**src/rtl/pll_lock_supervisor.sv**
```systemverilog
// PLL start-up and lock supervisor: pulses the rPLL reset, waits for lock with timeout/retry,
// qualifies lock stability and releases a stretched system reset; re-runs on lock loss.
module pll_lock_supervisor #(
    parameter int RESET_CYCLES = 16,
    parameter int LOCK_TIMEOUT = 12000,
    parameter int LOCK_STABLE  = 1200,
    parameter int RST_STRETCH  = 64,
    parameter int MAX_RETRIES  = 3
) (
    input  logic       clkin,
    input  logic       reset,
    input  logic       pll_lock,
    input  logic       relock_req,
    output logic       pll_reset,
    output logic       sys_rst,
    output logic       ready,
    output logic       fail,
    output logic [3:0] retry_cnt,
    output logic [7:0] lock_lost_cnt
);

    localparam int MAX_A   = (RESET_CYCLES > LOCK_TIMEOUT) ? RESET_CYCLES : LOCK_TIMEOUT;
    localparam int MAX_B   = (LOCK_STABLE > RST_STRETCH) ? LOCK_STABLE : RST_STRETCH;
    localparam int CNT_MAX = (MAX_A > MAX_B) ? MAX_A : MAX_B;
    localparam int CNT_W   = $clog2(CNT_MAX + 1);

    localparam logic [CNT_W-1:0] RST_LAST = CNT_W'(RESET_CYCLES - 1);
    localparam logic [CNT_W-1:0] TMO_LAST = CNT_W'(LOCK_TIMEOUT - 1);
    localparam logic [CNT_W-1:0] STB_LAST = CNT_W'(LOCK_STABLE - 1);
    localparam logic [CNT_W-1:0] STR_LAST = CNT_W'(RST_STRETCH - 1);
    localparam logic [3:0]       RETRY_LIM = 4'(MAX_RETRIES);

    localparam logic [2:0] PLL_RST   = 3'd0;
    localparam logic [2:0] WAIT_LOCK = 3'd1;
    localparam logic [2:0] STABLE    = 3'd2;
    localparam logic [2:0] RELEASE   = 3'd3;
    localparam logic [2:0] RUN       = 3'd4;
    localparam logic [2:0] FAIL      = 3'd5;

    logic [2:0]       state, state_nx;
    logic [CNT_W-1:0] cnt, cnt_nx;
    logic [3:0]       retry_nx;
    logic [7:0]       lost_nx, lost_inc;
    logic             lock_meta, lock_s;

    // LOCK comes from the PLL's own clock domain; only lock_s is used below.
    always_ff @(posedge clkin or posedge reset) begin
        if (reset) begin
            lock_meta <= 1'b0;
            lock_s    <= 1'b0;
        end else begin
            lock_meta <= pll_lock;
            lock_s    <= lock_meta;
        end
    end

    assign lost_inc = (lock_lost_cnt == 8'hFF) ? 8'hFF : lock_lost_cnt + 8'd1;

    always_comb begin
        state_nx = state;
        retry_nx = retry_cnt;
        lost_nx  = lock_lost_cnt;
        case (state)
            PLL_RST: begin
                if (cnt == RST_LAST) state_nx = WAIT_LOCK;
            end
            WAIT_LOCK: begin
                if (lock_s) begin
                    state_nx = STABLE;
                end else if (cnt == TMO_LAST) begin
                    if (retry_cnt == RETRY_LIM) begin
                        state_nx = FAIL;
                    end else begin
                        retry_nx = retry_cnt + 4'd1;
                        state_nx = PLL_RST;
                    end
                end
            end
            STABLE: begin
                if (!lock_s) state_nx = WAIT_LOCK;
                else if (cnt == STB_LAST) state_nx = RELEASE;
            end
            RELEASE: begin
                if (!lock_s) begin
                    lost_nx  = lost_inc;
                    retry_nx = 4'd0;
                    state_nx = PLL_RST;
                end else if (cnt == STR_LAST) begin
                    state_nx = RUN;
                end
            end
            RUN: begin
                // A relock request landing on a lock loss restarts once but still counts the loss.
                if (!lock_s || relock_req) begin
                    retry_nx = 4'd0;
                    state_nx = PLL_RST;
                    if (!lock_s) lost_nx = lost_inc;
                end
            end
            FAIL: begin
                if (relock_req) begin
                    retry_nx = 4'd0;
                    state_nx = PLL_RST;
                end
            end
            default: state_nx = PLL_RST;
        endcase

        if (state_nx != state) cnt_nx = '0;
        else if (state == RUN || state == FAIL) cnt_nx = cnt;
        else cnt_nx = cnt + 1'b1;
    end

    // Outputs decode the next state so they change on the same edge as the state register.
    always_ff @(posedge clkin or posedge reset) begin
        if (reset) begin
            state         <= PLL_RST;
            cnt           <= '0;
            retry_cnt     <= 4'd0;
            lock_lost_cnt <= 8'd0;
            pll_reset     <= 1'b1;
            sys_rst       <= 1'b1;
            ready         <= 1'b0;
            fail          <= 1'b0;
        end else begin
            state         <= state_nx;
            cnt           <= cnt_nx;
            retry_cnt     <= retry_nx;
            lock_lost_cnt <= lost_nx;
            pll_reset     <= (state_nx == PLL_RST) || (state_nx == FAIL);
            sys_rst       <= (state_nx != RUN);
            ready         <= (state_nx == RUN);
            fail          <= (state_nx == FAIL);
        end
    end

endmodule

```
**config.mk**
```make
export PLATFORM = sky130hd
export DESIGN_NAME = pll_lock_supervisor
export DESIGN_NICKNAME = d
export VERILOG_FILES = /design/src/rtl/pll_lock_supervisor.sv
export SDC_FILE = /design/constraint.sdc
export NUM_CORES = 1
export LEC_CHECK = 0
export CAP_MARGIN = 10
export CORE_AREA = 2 2 64 66
export CTS_BUF_LIST = sky130_fd_sc_hd__clkbuf_16
export DETAILED_ROUTE_END_ITERATION = 16
export DIE_AREA = 0 0 66 68
export GPL_TIMING_DRIVEN = 0
export HOLD_SLACK_MARGIN = 0.08
export PLACE_DENSITY = 0.75
export SLEW_MARGIN = 20
export SYNTH_ARGS = -nofsm -noshare
export SYNTH_HDL_FRONTEND = slang
export SYNTH_SLANG_ARGS = --single-unit
```
**constraint.sdc**
```tcl
create_clock -name clkin -period 2 [get_ports clkin]
set_input_delay 0.4 -clock clkin [delete_from_list [all_inputs] [get_ports clkin]]
set_output_delay 0.4 -clock clkin [all_outputs]
set_load 0.02 [all_outputs]
```
# Word level (Yosys, flattened, before mapping)
# Index checks and enable logic that the tools add are counted.
[op_classes] n_reduce_logical=10 n_lt_le_gt_ge=0 n_mux=24 n_mul=0 div_mod_pow=0 shift=0 add_sub_neg=3 bitwise_logic=0 n_eq_ne=22
[ops] cell="3-bit 2-to-1 mux" count=10
[ops] cell="14-bit 2-to-1 mux" count=2
[ops] cell="4-bit 2-to-1 mux" count=6
[ops] cell="8-bit 2-to-1 mux" count=3
[ops] cell="3-bit one-hot mux with 6 select lines" count=1
[ops] cell="4-bit one-hot mux with 4 select lines" count=1
[ops] cell="8-bit one-hot mux with 2 select lines" count=1
[ops] cell="14-bit by 1-bit adder with 14-bit output, second input constant" count=1
[ops] cell="14-bit by 11-bit == test with 1-bit output, second input constant" count=1
[ops] cell="14-bit == test, second input constant" count=1
[ops] cell="14-bit by 4-bit == test with 1-bit output, second input constant" count=1
[ops] cell="14-bit by 6-bit == test with 1-bit output, second input constant" count=1
[ops] cell="2-bit != test, second input constant" count=7
[ops] cell="3-bit == test, second input constant" count=4
[ops] cell="8-bit by 1-bit adder with 8-bit output, second input constant" count=1
[ops] cell="8-bit == test, second input constant" count=1
[ops] cell="7-bit AND reduction" count=1
[ops] cell="3-bit by 2-bit == test with 1-bit output, second input constant" count=2
[ops] cell="3-bit zero test" count=2
[ops] cell="4-bit by 1-bit adder with 4-bit output, second input constant" count=1
[ops] cell="4-bit by 2-bit == test with 1-bit output, second input constant" count=1
[ops] cell="4-bit nonzero test" count=1
[ops] cell="3-bit by 1-bit == test with 1-bit output, second input constant" count=1
[ops] cell="1-bit logical OR" count=3
[ops] cell="other kinds (5)" count=5
[totals] latch_bits=0 mem_bits_rw=0 n_memories=0 rom_bits=0 output_inout_bits=16 wordCells=69 inputBits=4 register_bits=35

# Logic depth before layout (Yosys ltp)
[logic_depth] word_depth=7 ltp_mapped=8 ltp_nobuf=7

# Least setup slack after synthesis
# Ideal clock, no wire load.
[synth_timing] kind="reg2reg" start="register cnt[8]" end="register cnt[0]" synth_period_minus_slack_ns=2.194 t_arrival_ns=2.058 path_slack_ns=-0.194 stages_incl_launch_ff=8 required_time_ns=1.864 cell_sequence="dfrtp_1 > or4_4 > nor4_4 > nor3_1 > a211oi_2 > a31o_4 > buf_6 > nor3_1"
[synth_between] elab_chain_cells=6
[synth_lines] item="start: declaration" line_no="41" text="logic [CNT_W-1:0] cnt, cnt_nx;"
[synth_lines] item="start signal: assignment" line_no="127" text="cnt <= cnt_nx;"
[synth_lines] item="14-bit by 6-bit == test with 1-bit output (tied with other cells)" line_no="88" text="end else if (cnt == STR_LAST) begin"
[synth_lines] item="3-bit 2-to-1 mux (on tied branches)" line_no="88, 70, 81"
[synth_lines] item="3-bit 2-to-1 mux (on tied branches)" line_no="84, 68, 80"
[synth_lines] item="3-bit one-hot mux with 6 select lines *" line_no="63" text="case (state)"
[synth_lines] item="3-bit != test *" line_no="109" text="if (state_nx != state) cnt_nx = '0;"
[synth_lines] item="2-bit != test (no line) / 14-bit 2-to-1 mux (equally long branches)"
# Mark *: on every way between the ends. The rest lies on a longest branch, timed or not.
# A chain may end at the register's enable or synchronous reset.

# Final worst setup path
[layout_timing] start="register cnt[13]" end="register cnt[10]"
# Same word-level chain as after synthesis.

==> run_results.csv <==
group,metric,value,unit
outcome,status,"finished with violations",
outcome,violations,"negative setup slack",
sta,fin_ws,-0.165,ns
place,placed_area,0.00212,mm^2
finish,area_delta_synth_final,30.2,%
clock_tree,cts_tree,"yes",
logic_synthesis,ys_seq_area_share,47.4,%
sta,finalSetupViolCount,19,
logic_synthesis,async_flop_share,100,%
finish,finish.utilization,62.6,%
global_routing,grt_pass1_vias,1448,
flow_run,cap_violations,0,
die,die_w,66,um
worst_setup_path,critPathMaxFanout,5,
sta,hold_viol_final,0,
worst_setup_path,critPathCaptureType,"flop",
finish,drive_gt1_share,21.9,%
sta,rsz0062_at_grt,"true",
logic_synthesis,synth_area_leaders,"dfrtp_1 (45%), nor2_1 (4.1%), nand3_1 (3.8%), xor2_1 (3.8%), nor3_1 (3.5%)",
logic_synthesis,ys_ff_latch,35,
global_routing,grt_pass1_wl,6410,um
place,dp_hpwl,2560,um
logic_synthesis,ys_warn_count,0,
sta,timing.hold.ws,0.345,ns
sta,fmax,0.462,GHz
clock_tree,clockBufferDepth,2,
die,dieArea,0.00449,mm^2
worst_setup_path,critPathKind,"reg -> reg",
clock_tree,cts_sinks,35,
global_routing,gr-usage-all-layers,18.9,%
place,place_congestion,0.818,
sta,period_needed,2.16,ns
drt,routedWlPerCell,14.4,um
die,ios,20,
min_path,hold_path_class,"reg -> reg",
logic_synthesis,syn_area_per_cell,9.75,um^2
logic_synthesis,ys_dominant_reg_cell,"dfrtp_1",
drt,route.vias.total,1537,
die,start_util,48.1,%
clock_tree,cts_hold_buf,0,
worst_setup_path,start_kind,"flop",
power_and_ir_drop,pwr-share-comb,36.7,%
clock_tree,cts_root_buffer,"clkbuf_16",
drt,wl,3940,um
power_and_ir_drop,power,2.65,mW
finish,antenna_cells,0,
global_routing,grt_max_degree,36,
clock_tree,htree_levels,2,
place,io_buffers,19,
global_routing,grt_remaining_overflow,0,
sta,finalMaxSlewViolations,0,
global_routing,antenna_found_initial,0,
power_and_ir_drop,ir_worst_vdd,0.806,mV
worst_setup_path,cp.required,2.14,ns
drt,drc_errors,0,
drt,dr.pass1.iters,4,
finish,fin_nets,230,
logic_synthesis,synth_area,0.00185,mm^2
finish,final_area,0.00241,mm^2
power_and_ir_drop,p_leak,1.04,nW
power_and_ir_drop,pwr-share-seq,36.6,%
power_and_ir_drop,clockPowerShare,26.7,%
clock_tree,clkLatencyLatePin,0.28,ns
logic_synthesis,yosysMostFrequentCell,"dfrtp_1",
logic_synthesis,syn-num-nets,197,
sta,tightest_slew,0.703,ns
logic_synthesis,synth_common_cells,"dfrtp_1 (33), nor2_1 (20), nand3_1 (14)",
logic_synthesis,synth_cell_type_count,45,
drt,drtAntennaViolNets,0,
logic_synthesis,synth-edff-count,0,
worst_setup_path,critPathArrivalTime,2.30,ns
die,die_h,68,um
power_and_ir_drop,p_sw_share,34.2,%
sta,slew_headroom,53.1,%
power_and_ir_drop,p_per_area,1100,mW/mm^2
clock_tree,clk_pin_slew,0.05,ns
drt,drt_iter0_drc,109,
die,core_area,0.00386,mm^2
clock_tree,cts_buffers,5,
die,num_rows,23,
logic_synthesis,syn_inst,190,
power_and_ir_drop,intPower,1.75,mW
logic_synthesis,synth_top_area_share,44.6,%
logic_synthesis,yosysTopAreaCell,"dfrtp_1",
sta,period_share,108,%
drt,viasPerCell,5.61,
power_and_ir_drop,switchingPower,0.907,mW
sta,fin_skew,0.00173,ns
[cell usage in the layout, fill, tap and decap left out, types with 8 or more instances in the layout]
master           count
nand3_1             12
inv_1                8
nand2_1             13
a21oi_1              8
nor3_1              12
clkdlybuf4s50_1     19
dfrtp_1             30
nor2_1              15
xor2_1               8
[power groups by stage]
stage	Sequential (mW)	Combinational [mW]	Clock (mW)
floorplan	1.02	0.522	0
global placement	0.973	0.800	0
detailed placement	0.978	0.813	0
CTS	0.970	0.887	0.723
global route	0.992	1.08	0.757
finish	0.971	0.974	0.710
[sequential cells by signal, indices dropped and copies added (netlist names), 3 cells and up]
register / cells
retry_cnt: 4
cnt: 14
state: 3
lock_lost_cnt: 8
[final timing paths]
path / end / slack [ns] / start / cells after the start
setup / recovery: cnt[10] / -0.16 / cnt[13] / 7
hold / removal: lock_s / 0.35 / lock_meta / 0
setup reg to reg: cnt[10] / -0.16 / cnt[13] / 7
hold reg to reg: lock_s / 0.35 / lock_meta / 0
max in group asynchronous: cnt[9] / 0.94 / reset / 2
min in group asynchronous: lock_meta / 0.56 / reset / 2
[cell families after synthesis]
| kind of cell | count (synthesis) | share of synthesized area [%] |
|---|---|---|
| AOI/OAI and AO/OA | 29 | 11.6 |
| xor gates and xnor gates | 13 | 6.14 |
| adders and majority gates | 3 | 2.03 |
| buffers and inverters | 12 | 2.90 |
| DFF | 35 | 47.4 |
| muxes | 4 | 2.30 |
| and+or+nand+nor | 94 | 27.6 |
[final cells by class]
class | count | area (um^2)
Buffer | 5 | 30.0
Clock buffer | 5 | 125
Clock inverter | 3 | 11.3
Fill cell | 345 | 1440
Inverter | 6 | 22.5
Multi-Input combinational cell | 143 | 1020
Sequential cell | 35 | 882
Tap cell | 50 | 62.6
Timing Repair Buffer | 27 | 258
[stage by stage]
stage	TNS, ns	instances	worst slack (ns)
3_5_place_dp	-3.04	259	-0.220
6_report	-2.18	274	-0.165
4_1_cts	-1.49	275	-0.110
5_1_grt	-4.14	274	-0.282
3_3_place_gp	-2.88	259	-0.206
2_1_floorplan	0	190	0.00506
[repair_timing]
action,in CTS,in global routing
setup endpoints to repair,23,28
endpoints found under the hold margin,0,0
gates cloned,1,0
resized for setup,5,19
buffers inserted,7,0
pin swaps,1,1
[per-layer routing]
metal / wire, um / vias up / GRT usage, %
li1: - / 744 / -
met1: 1810 / 751 / 24.4
met2: 1890 / 35 / 30.4
met3: 172 / 7 / 4.77
met4: 64 / 0 / 7.65
met5: 0 / - / 0
[worst max-delay path: stages (launching register included)]
cell and delay, ns:
dfrtp_1 0.37, or4_4 0.58, nor4_4 0.27, nor3_2 0.08
a211oi_2 0.29, a31o_4 0.25, buf_6 0.13, nor3_1 0.05
(Power assumes the default switching activity.)
